$ cat src/rtl/trace_pkg.sv
// Shared types and widths for the commit trace FIFO.
// Optional feature macro: TRACE_TIMESTAMP_EN adds a per-entry cycle stamp.
package trace_pkg;

    localparam int PC_W    = 32;
    localparam int INST_W  = 32;
    localparam int RADDR_W = 5;
    localparam int DATA_W  = 32;
    localparam int STAMP_W = 32;

    typedef enum logic [1:0] {
        ST_IDLE,
        ST_CAPTURE,
        ST_DRAIN,
        ST_DONE
    } trace_state_t;

    typedef struct packed {
        logic [PC_W-1:0]    pc;
        logic [INST_W-1:0]  inst;
        logic               we;
        logic [RADDR_W-1:0] waddr;
        logic [DATA_W-1:0]  wdata;
`ifdef TRACE_TIMESTAMP_EN
        logic [STAMP_W-1:0] stamp;
`endif
    } trace_entry_t;

endpackage

$ cat src/rtl/commit_trace_fifo_if.sv
// Commit-side inputs, trace output port and status of the commit trace FIFO.
// The master drives commits and out_ready; the slave (the FIFO) drives the rest.
interface commit_trace_fifo_if #(
    parameter int DEPTH = 16
);
    import trace_pkg::*;

    logic                     cap_en;
    logic                     commit_valid;
    logic [PC_W-1:0]          commit_pc;
    logic [INST_W-1:0]        commit_inst;
    logic                     rf_we;
    logic [RADDR_W-1:0]       rf_waddr;
    logic [DATA_W-1:0]        rf_wdata;

    logic                     out_valid;
    logic                     out_ready;
    logic [PC_W-1:0]          out_pc;
    logic [INST_W-1:0]        out_inst;
    logic                     out_we;
    logic [RADDR_W-1:0]       out_waddr;
    logic [DATA_W-1:0]        out_wdata;
    logic [STAMP_W-1:0]       out_stamp;

    logic                     full;
    logic                     empty;
    logic [$clog2(DEPTH):0]   count;
    logic [15:0]              overflow_cnt;
    logic                     done;

    modport master (
        output cap_en, commit_valid, commit_pc, commit_inst, rf_we, rf_waddr, rf_wdata,
        output out_ready,
        input  out_valid, out_pc, out_inst, out_we, out_waddr, out_wdata, out_stamp,
        input  full, empty, count, overflow_cnt, done
    );

    modport slave (
        input  cap_en, commit_valid, commit_pc, commit_inst, rf_we, rf_waddr, rf_wdata,
        input  out_ready,
        output out_valid, out_pc, out_inst, out_we, out_waddr, out_wdata, out_stamp,
        output full, empty, count, overflow_cnt, done
    );

endinterface

$ cat src/rtl/trace_fifo_mem.sv
// First-word-fall-through storage for trace entries: circular buffer with
// power-of-two depth, wrapping pointers and an occupancy count of 0..DEPTH.
module trace_fifo_mem
    import trace_pkg::*;
#(
    parameter int DEPTH = 16
) (
    input  logic                   clk,
    input  logic                   rst,
    input  logic                   wr_en,
    input  trace_entry_t           wr_data,
    input  logic                   rd_en,
    output trace_entry_t           rd_data,
    output logic                   full,
    output logic                   empty,
    output logic [$clog2(DEPTH):0] count
);

    localparam int AW = $clog2(DEPTH);
    localparam int CW = AW + 1;

    trace_entry_t    mem [DEPTH];
    logic [AW-1:0]   wr_ptr;
    logic [AW-1:0]   rd_ptr;
    logic            wr_ok;
    logic            rd_ok;

    // A write into a full buffer is accepted only when the head leaves on the same edge.
    assign empty   = (count == '0);
    assign full    = (count == CW'(DEPTH));
    assign rd_ok   = rd_en && !empty;
    assign wr_ok   = wr_en && (!full || rd_ok);
    assign rd_data = mem[rd_ptr];

    always_ff @(posedge clk) begin
        if (wr_ok) begin
            mem[wr_ptr] <= wr_data;
        end
    end

    always_ff @(posedge clk or posedge rst) begin
        if (rst) begin
            wr_ptr <= '0;
            rd_ptr <= '0;
            count  <= '0;
        end else begin
            if (wr_ok) begin
                wr_ptr <= wr_ptr + AW'(1);
            end
            if (rd_ok) begin
                rd_ptr <= rd_ptr + AW'(1);
            end
            case ({wr_ok, rd_ok})
                2'b10:   count <= count + CW'(1);
                2'b01:   count <= count - CW'(1);
                default: count <= count;
            endcase
        end
    end

endmodule

$ cat src/rtl/commit_trace_fifo.sv
// Captures retired instructions inside a cycle window into a trace FIFO.
// Optional macro TRACE_TIMESTAMP_EN stores the cycle count with each entry.
module commit_trace_fifo
    import trace_pkg::*;
#(
    parameter int DEPTH     = 16,
    parameter int CAP_START = 1,
    parameter int CAP_END   = 152
) (
    input  logic                clk,
    input  logic                rst,
    commit_trace_fifo_if.slave  bus
);

    localparam logic [STAMP_W-1:0] START_C = STAMP_W'(CAP_START);
    localparam logic [STAMP_W-1:0] END_C   = STAMP_W'(CAP_END);

    trace_state_t             state_q;
    trace_state_t             state_d;
    logic [STAMP_W-1:0]       cycle_cnt;
    logic [15:0]              overflow_cnt;
    logic                     in_window;
    logic                     push_req;
    logic                     pop;
    logic                     drop;
    logic                     full;
    logic                     empty;
    logic [$clog2(DEPTH):0]   count;
    trace_entry_t             wr_entry;
    trace_entry_t             head;

    assign in_window = (cycle_cnt >= START_C) && (cycle_cnt < END_C);
    assign push_req  = (state_q == ST_CAPTURE) && bus.commit_valid && in_window;
    assign pop       = !empty && bus.out_ready;
    assign drop      = push_req && full && !pop;

    // Writes to $0 are architecturally invisible, so they are traced as non-writes.
    always_comb begin
        wr_entry       = '0;
        wr_entry.pc    = bus.commit_pc;
        wr_entry.inst  = bus.commit_inst;
        wr_entry.we    = bus.rf_we && (bus.rf_waddr != '0);
        wr_entry.waddr = bus.rf_waddr;
        wr_entry.wdata = bus.rf_wdata;
`ifdef TRACE_TIMESTAMP_EN
        wr_entry.stamp = cycle_cnt;
`endif
    end

    trace_fifo_mem #(
        .DEPTH (DEPTH)
    ) u_mem (
        .clk     (clk),
        .rst     (rst),
        .wr_en   (push_req),
        .wr_data (wr_entry),
        .rd_en   (pop),
        .rd_data (head),
        .full    (full),
        .empty   (empty),
        .count   (count)
    );

    always_ff @(posedge clk or posedge rst) begin
        if (rst) begin
            state_q      <= ST_IDLE;
            cycle_cnt    <= '0;
            overflow_cnt <= '0;
        end else begin
            state_q   <= state_d;
            cycle_cnt <= cycle_cnt + STAMP_W'(1);
            if (drop && (overflow_cnt != 16'hFFFF)) begin
                overflow_cnt <= overflow_cnt + 16'd1;
            end
        end
    end

    // DONE is terminal; only reset re-arms the capture.
    always_comb begin
        state_d = state_q;
        case (state_q)
            ST_IDLE: begin
                if (bus.cap_en) begin
                    state_d = ST_CAPTURE;
                end
            end
            ST_CAPTURE: begin
                if (!bus.cap_en || (cycle_cnt == END_C)) begin
                    state_d = ST_DRAIN;
                end
            end
            ST_DRAIN: begin
                if (empty) begin
                    state_d = ST_DONE;
                end
            end
            ST_DONE: begin
                state_d = ST_DONE;
            end
            default: begin
                state_d = ST_IDLE;
            end
        endcase
    end

    assign bus.out_valid    = !empty;
    assign bus.out_pc       = head.pc;
    assign bus.out_inst     = head.inst;
    assign bus.out_we       = head.we;
    assign bus.out_waddr    = head.waddr;
    assign bus.out_wdata    = head.wdata;
`ifdef TRACE_TIMESTAMP_EN
    assign bus.out_stamp    = head.stamp;
`else
    assign bus.out_stamp    = '0;
`endif
    assign bus.full         = full;
    assign bus.empty        = empty;
    assign bus.count        = count;
    assign bus.overflow_cnt = overflow_cnt;
    assign bus.done         = (state_q == ST_DONE);

endmodule

$ cat src/flat_wrapper.sv
// flat-port wrapper written by rule: the top's interface ports become plain ports
module commit_trace_fifo_flat import trace_pkg::*;
#(
    parameter int DEPTH     = 16,
    parameter int CAP_START = 1,
    parameter int CAP_END   = 152
)
  (clk, rst, bus_cap_en, bus_commit_valid, bus_commit_pc, bus_commit_inst, bus_rf_we, bus_rf_waddr, bus_rf_wdata, bus_out_ready, bus_out_valid, bus_out_pc, bus_out_inst, bus_out_we, bus_out_waddr, bus_out_wdata, bus_out_stamp, bus_full, bus_empty, bus_count, bus_overflow_cnt, bus_done);
  commit_trace_fifo_if #(.DEPTH(DEPTH)) bus_i ();
  input  logic clk;
  input  logic rst;
  input wire logic [$bits(bus_i.cap_en)-1:0] bus_cap_en;
  input wire logic [$bits(bus_i.commit_valid)-1:0] bus_commit_valid;
  input wire logic [$bits(bus_i.commit_pc)-1:0] bus_commit_pc;
  input wire logic [$bits(bus_i.commit_inst)-1:0] bus_commit_inst;
  input wire logic [$bits(bus_i.rf_we)-1:0] bus_rf_we;
  input wire logic [$bits(bus_i.rf_waddr)-1:0] bus_rf_waddr;
  input wire logic [$bits(bus_i.rf_wdata)-1:0] bus_rf_wdata;
  input wire logic [$bits(bus_i.out_ready)-1:0] bus_out_ready;
  output wire logic [$bits(bus_i.out_valid)-1:0] bus_out_valid;
  output wire logic [$bits(bus_i.out_pc)-1:0] bus_out_pc;
  output wire logic [$bits(bus_i.out_inst)-1:0] bus_out_inst;
  output wire logic [$bits(bus_i.out_we)-1:0] bus_out_we;
  output wire logic [$bits(bus_i.out_waddr)-1:0] bus_out_waddr;
  output wire logic [$bits(bus_i.out_wdata)-1:0] bus_out_wdata;
  output wire logic [$bits(bus_i.out_stamp)-1:0] bus_out_stamp;
  output wire logic [$bits(bus_i.full)-1:0] bus_full;
  output wire logic [$bits(bus_i.empty)-1:0] bus_empty;
  output wire logic [$bits(bus_i.count)-1:0] bus_count;
  output wire logic [$bits(bus_i.overflow_cnt)-1:0] bus_overflow_cnt;
  output wire logic [$bits(bus_i.done)-1:0] bus_done;
  assign bus_i.cap_en = bus_cap_en;
  assign bus_i.commit_valid = bus_commit_valid;
  assign bus_i.commit_pc = bus_commit_pc;
  assign bus_i.commit_inst = bus_commit_inst;
  assign bus_i.rf_we = bus_rf_we;
  assign bus_i.rf_waddr = bus_rf_waddr;
  assign bus_i.rf_wdata = bus_rf_wdata;
  assign bus_i.out_ready = bus_out_ready;
  assign bus_out_valid = bus_i.out_valid;
  assign bus_out_pc = bus_i.out_pc;
  assign bus_out_inst = bus_i.out_inst;
  assign bus_out_we = bus_i.out_we;
  assign bus_out_waddr = bus_i.out_waddr;
  assign bus_out_wdata = bus_i.out_wdata;
  assign bus_out_stamp = bus_i.out_stamp;
  assign bus_full = bus_i.full;
  assign bus_empty = bus_i.empty;
  assign bus_count = bus_i.count;
  assign bus_overflow_cnt = bus_i.overflow_cnt;
  assign bus_done = bus_i.done;
  commit_trace_fifo #(.DEPTH(DEPTH), .CAP_START(CAP_START), .CAP_END(CAP_END)) u_core (.clk(clk), .rst(rst), .bus(bus_i));
endmodule
$ cat config.mk
export PLATFORM = sky130hd
export DESIGN_NAME = commit_trace_fifo_flat
export DESIGN_NICKNAME = d
export VERILOG_FILES = /design/src/rtl/trace_pkg.sv /design/src/rtl/commit_trace_fifo_if.sv /design/src/rtl/trace_fifo_mem.sv /design/src/rtl/commit_trace_fifo.sv /design/src/flat_wrapper.sv
export SDC_FILE = /design/constraint.sdc
export NUM_CORES = 1
export LEC_CHECK = 0
export ABC_AREA = 1
export ABC_CLOCK_PERIOD_IN_PS = 16700
export CORE_ASPECT_RATIO = 1.75
export CORE_MARGIN = 4
export CORE_UTILIZATION = 55
export DETAILED_ROUTE_END_ITERATION = 8
export PLACE_DENSITY = 0.7
export SLEW_MARGIN = 5
export SYNTH_ARGS = -nofsm -noshare
export SYNTH_HDL_FRONTEND = slang
export SYNTH_SLANG_ARGS = --single-unit
$ cat constraint.sdc
create_clock -name clk -period 16.7 [get_ports clk]
set_clock_uncertainty 0.1 [all_clocks]
set_input_delay 2.505 -clock clk [delete_from_list [all_inputs] [get_ports clk]]
set_output_delay 2.505 -clock clk [all_outputs]
set_load 0.01 [all_outputs]
==> impl_metrics.env <==
export IMPL_status="finished, final reports clean"
export IMPL_yosysTopAreaCellShare_pct=73.0
export IMPL_wl_per_cell_um=25.8
export IMPL_setup_tns_ns=0
export IMPL_grt_usage_pct=25.2
export IMPL_powerDensity_nw_per_um2=159
export IMPL_hp_class="reg -> reg"
export IMPL_relSlewSlack_pct=13.1
export IMPL_worstPathCellList="buf_4 > buf_4 > buf_4 > o21ai_0 > o221ai_1 > nand3_1 > nand2_1 > clkdlybuf4s50_1"
export IMPL_r2r_cells=11
export IMPL_instances_no_fill=6391
export IMPL_crit_family="buffers and inverters"
export IMPL_grt_pass1_vias=39701
export IMPL_wl_met3_mm=12.0
export IMPL_max_slew_worst_pin_slew_ns=1.30
export IMPL_cp_num_buf_inv=4
export IMPL_leakage_nw=25.0
export IMPL_cts_made_buffers=147
export IMPL_core_area_sq_um=121000
export IMPL_dp_hpwl_mm=79.0
export IMPL_dr_pass1_iters=5
export IMPL_holdWs_ns=0.379
export IMPL_place_inst=6105
export IMPL_gp_congestion=0.834
export IMPL_syn_area_per_cell_sq_um=14.9
export IMPL_ys_async_sr_fraction_pct=3.72
export IMPL_rsz0062_at_grt="false"
export IMPL_drv_cap=0
export IMPL_die_height_um=470
export IMPL_die_area_sq_um=128000
export IMPL_clkSinkCount=1695
export IMPL_ys_flop_type="edfxtp_1"
export IMPL_worstReg2RegStart="u_core.cycle_cnt[13]$_DFF_PP0_"
export IMPL_ctsResizeCount=0
export IMPL_slew_violations=0
export IMPL_fin_crit_ns=8.36
export IMPL_netlist_area_sq_um=67100
export IMPL_setup_viol=0
export IMPL_io_pins=266
export IMPL_grt_pass1_wl_mm=244
export IMPL_clk_path_buf_depth=3
export IMPL_path_common_cell="buf_4"
export IMPL_syn_inst=4495
export IMPL_seq_area_sq_um=50600
export IMPL_h_tree_depth=4
export IMPL_fmax_mhz=120
export IMPL_finalHoldViolCount=0
export IMPL_cp_max_fo=84
export IMPL_yosysTopAreaCell="edfxtp_1"
export IMPL_routed_via_density=6.23
export IMPL_critPathRequiredTime_ns=14.10
export IMPL_wirelength_mm=165
export IMPL_holdBufCountCts=0
export IMPL_clockRootBuffer="clkbuf_16"
export IMPL_post_cts_buffers=0
export IMPL_first_iter_violations=4203
export IMPL_grt_max_degree=225
export IMPL_final_antenna_net_count=0
export IMPL_fp_row_count=169
export IMPL_grt_antenna_before_repair=23
export IMPL_wl_met1_mm=65.9
export IMPL_fin_nets=4751
export IMPL_cp_slowest_cell="dfrtp_4"
export IMPL_synth_edf_count=1632
export IMPL_insertion_delay_ns=0.77
export IMPL_r2r_slack_ns=12.11
export IMPL_route_met2_wl_mm=82.4
export IMPL_ys_seq_area_share_pct=75.4
export IMPL_worstSetupStartpoint="u_core.u_mem.rd_ptr[0]$_DFFE_PP0P_"
export IMPL_ys_types=44
export IMPL_synth_seq_cells=1695
export IMPL_cp_endpoint="bus_out_pc[2]"
export IMPL_ir_drop_mv=0.179
export IMPL_die_w_um=272
export IMPL_synthTopCellsByArea="edfxtp_1, mux2i_1, o221ai_1, nor2_1, o21ai_0"
export IMPL_end_kind="output pin"
export IMPL_slowest_delay_ns=0.94
export IMPL_startpoint_type="register"
export IMPL_top_layer_used="met5"
export IMPL_vias=39794
export IMPL_yosys_warnings=0
export IMPL_grt_ovfl_total=0
export IMPL_synth_common_cells="edfxtp_1, nor2_1, o21ai_0"
export IMPL_yosysMostFrequentCell="edfxtp_1"
export IMPL_crit_cells=8
export IMPL_min_period_over_period_pct=50.1
export IMPL_syn_to_final_growth_pct=12.8
export IMPL_multi_input_area_sq_um=14900
export IMPL_critPathKind="reg -> out"
export IMPL_start_util_pct=55.4
export IMPL_drc_errors=0
export IMPL_clk_pin_slew_ns=0.06
export IMPL_r2r_end="u_core.u_mem.mem[9][33]$_DFFE_PP_"
export IMPL_port_buffers=233
export IMPL_tritoncts="built"
export IMPL_hold_start="u_core.cycle_cnt[30]$_DFF_PP0_"
export IMPL_fillers=8758
export IMPL_drive_gt1_share_pct=7.34
export IMPL_cp_arrival_ns=5.76
==> layout make-up <==
class                           instances  area share [%]
Clock inverter                         86            1.39
Sequential cell                      1695            66.9
Antenna cell                           15          0.0496
Clock buffer                          185            5.23
Inverter                               74           0.390
Timing Repair Buffer                  293            3.76
Tap cell                             1624            2.68
Multi-Input combinational cell       2419            19.6
==> worst reg2reg max path: stages, from the launching register on <==
cell and delay, ns:
dfrtp_1 0.43, nor2_2 0.14, nand2_2 0.10, nor2_8 0.19, nand2_2 0.08, nor2_4 0.11
nand4_1 0.13, inv_1 0.12, nand2_1 0.24, nor2_4 0.68, buf_4 1.00, buf_4 0.88
==> where the power goes <==
group	switching [mW]	internal (mW)	leakage [nW]	total (mW)
Combinational	2.33	1.38	7.10	3.72
Clock	1.50	2.03	2.42	3.53
Sequential	0.0888	4.67	15.5	4.76
Total	3.92	8.08	25.0	12.0
==> kinds of logic (layout without fill, tap and decap cells) <==
logic type,after synthesis,in the layout,synth area share (%)
compound gates,928,928,9.49
simple gates,1086,1086,6.77
buf+inv,412,638,2.84
flops,1695,1695,75.4
other cells,1,47,0.00559
xor+xnor,49,49,0.639
fa+ha+maj,14,14,0.272
mux,310,310,4.62
==> through the flow <==
stage	util [%]	area (sq um)	power [mW]	worst slack, ns
floorplan	-	67200	7.17	8.48
global placement	58.3	70600	8.51	9.20
detailed placement	58.3	70600	8.56	9.13
CTS	62.4	75600	12.1	8.23
global route	62.4	75700	12.5	7.94
finish	62.5	75700	12.0	8.34
==> routing by layer <==
layer  vias up  global-route usage, %
met4        18                   7.58
met5         -                      0
li1      17526                      -
met1     20399                   33.2
met2      1549                   42.6
met3       302                   5.36
==> layout by cell type, fill, tap and decap left out, types with 9 or more instances in the layout <==
cell type	instances
edfxtp_1	1632
nor2_1	661
o21ai_0	426
mux2i_1	310
o221ai_1	310
clkdlybuf4s50_1	233
nand2_1	199
clkbuf_16	151
nand3_1	131
o32ai_1	83
o211ai_1	83
dfrtp_1	59
inv_1	58
buf_4	55
xor2_1	41
conb_1	32
nor3_1	29
clkbuf_1	29
clkinv_1	23
bufinv_16	22
nor2_4	19
clkinv_2	19
diode_2	15
o22ai_1	15
nand4_1	14
inv_2	13
ha_1	13
inv_6	9
clkinvlp_4	9
==> registers in the layout, summed over array words and instances, names as in the netlist <==
name                     count
u_core.u_mem.mem          1632
u_core.cycle_cnt            32
u_core.bus.overflow_cnt     16
u_core.u_mem.count           5
u_core.u_mem.rd_ptr          4
u_core.u_mem.wr_ptr          4
u_core.state_q               2
==> how the worst min path moves through the flow <==
stage | endpoint | slack, ns | cells after the start
6_report | u_core.cycle_cnt[30]$_DFF_PP0_ | 0.38 | 1
5_1_grt | u_core.cycle_cnt[30]$_DFF_PP0_ | 0.39 | 1
4_1_cts | u_core.cycle_cnt[31]$_DFF_PP0_ | 0.37 | 1
3_5_place_dp | u_core.cycle_cnt[31]$_DFF_PP0_ | 0.36 | 1
3_3_place_gp | u_core.cycle_cnt[30]$_DFF_PP0_ | 0.36 | 1
2_1_floorplan | u_core.cycle_cnt[30]$_DFF_PP0_ | 0.34 | 1
No activity file was read; power rests on OpenSTA's default activity.
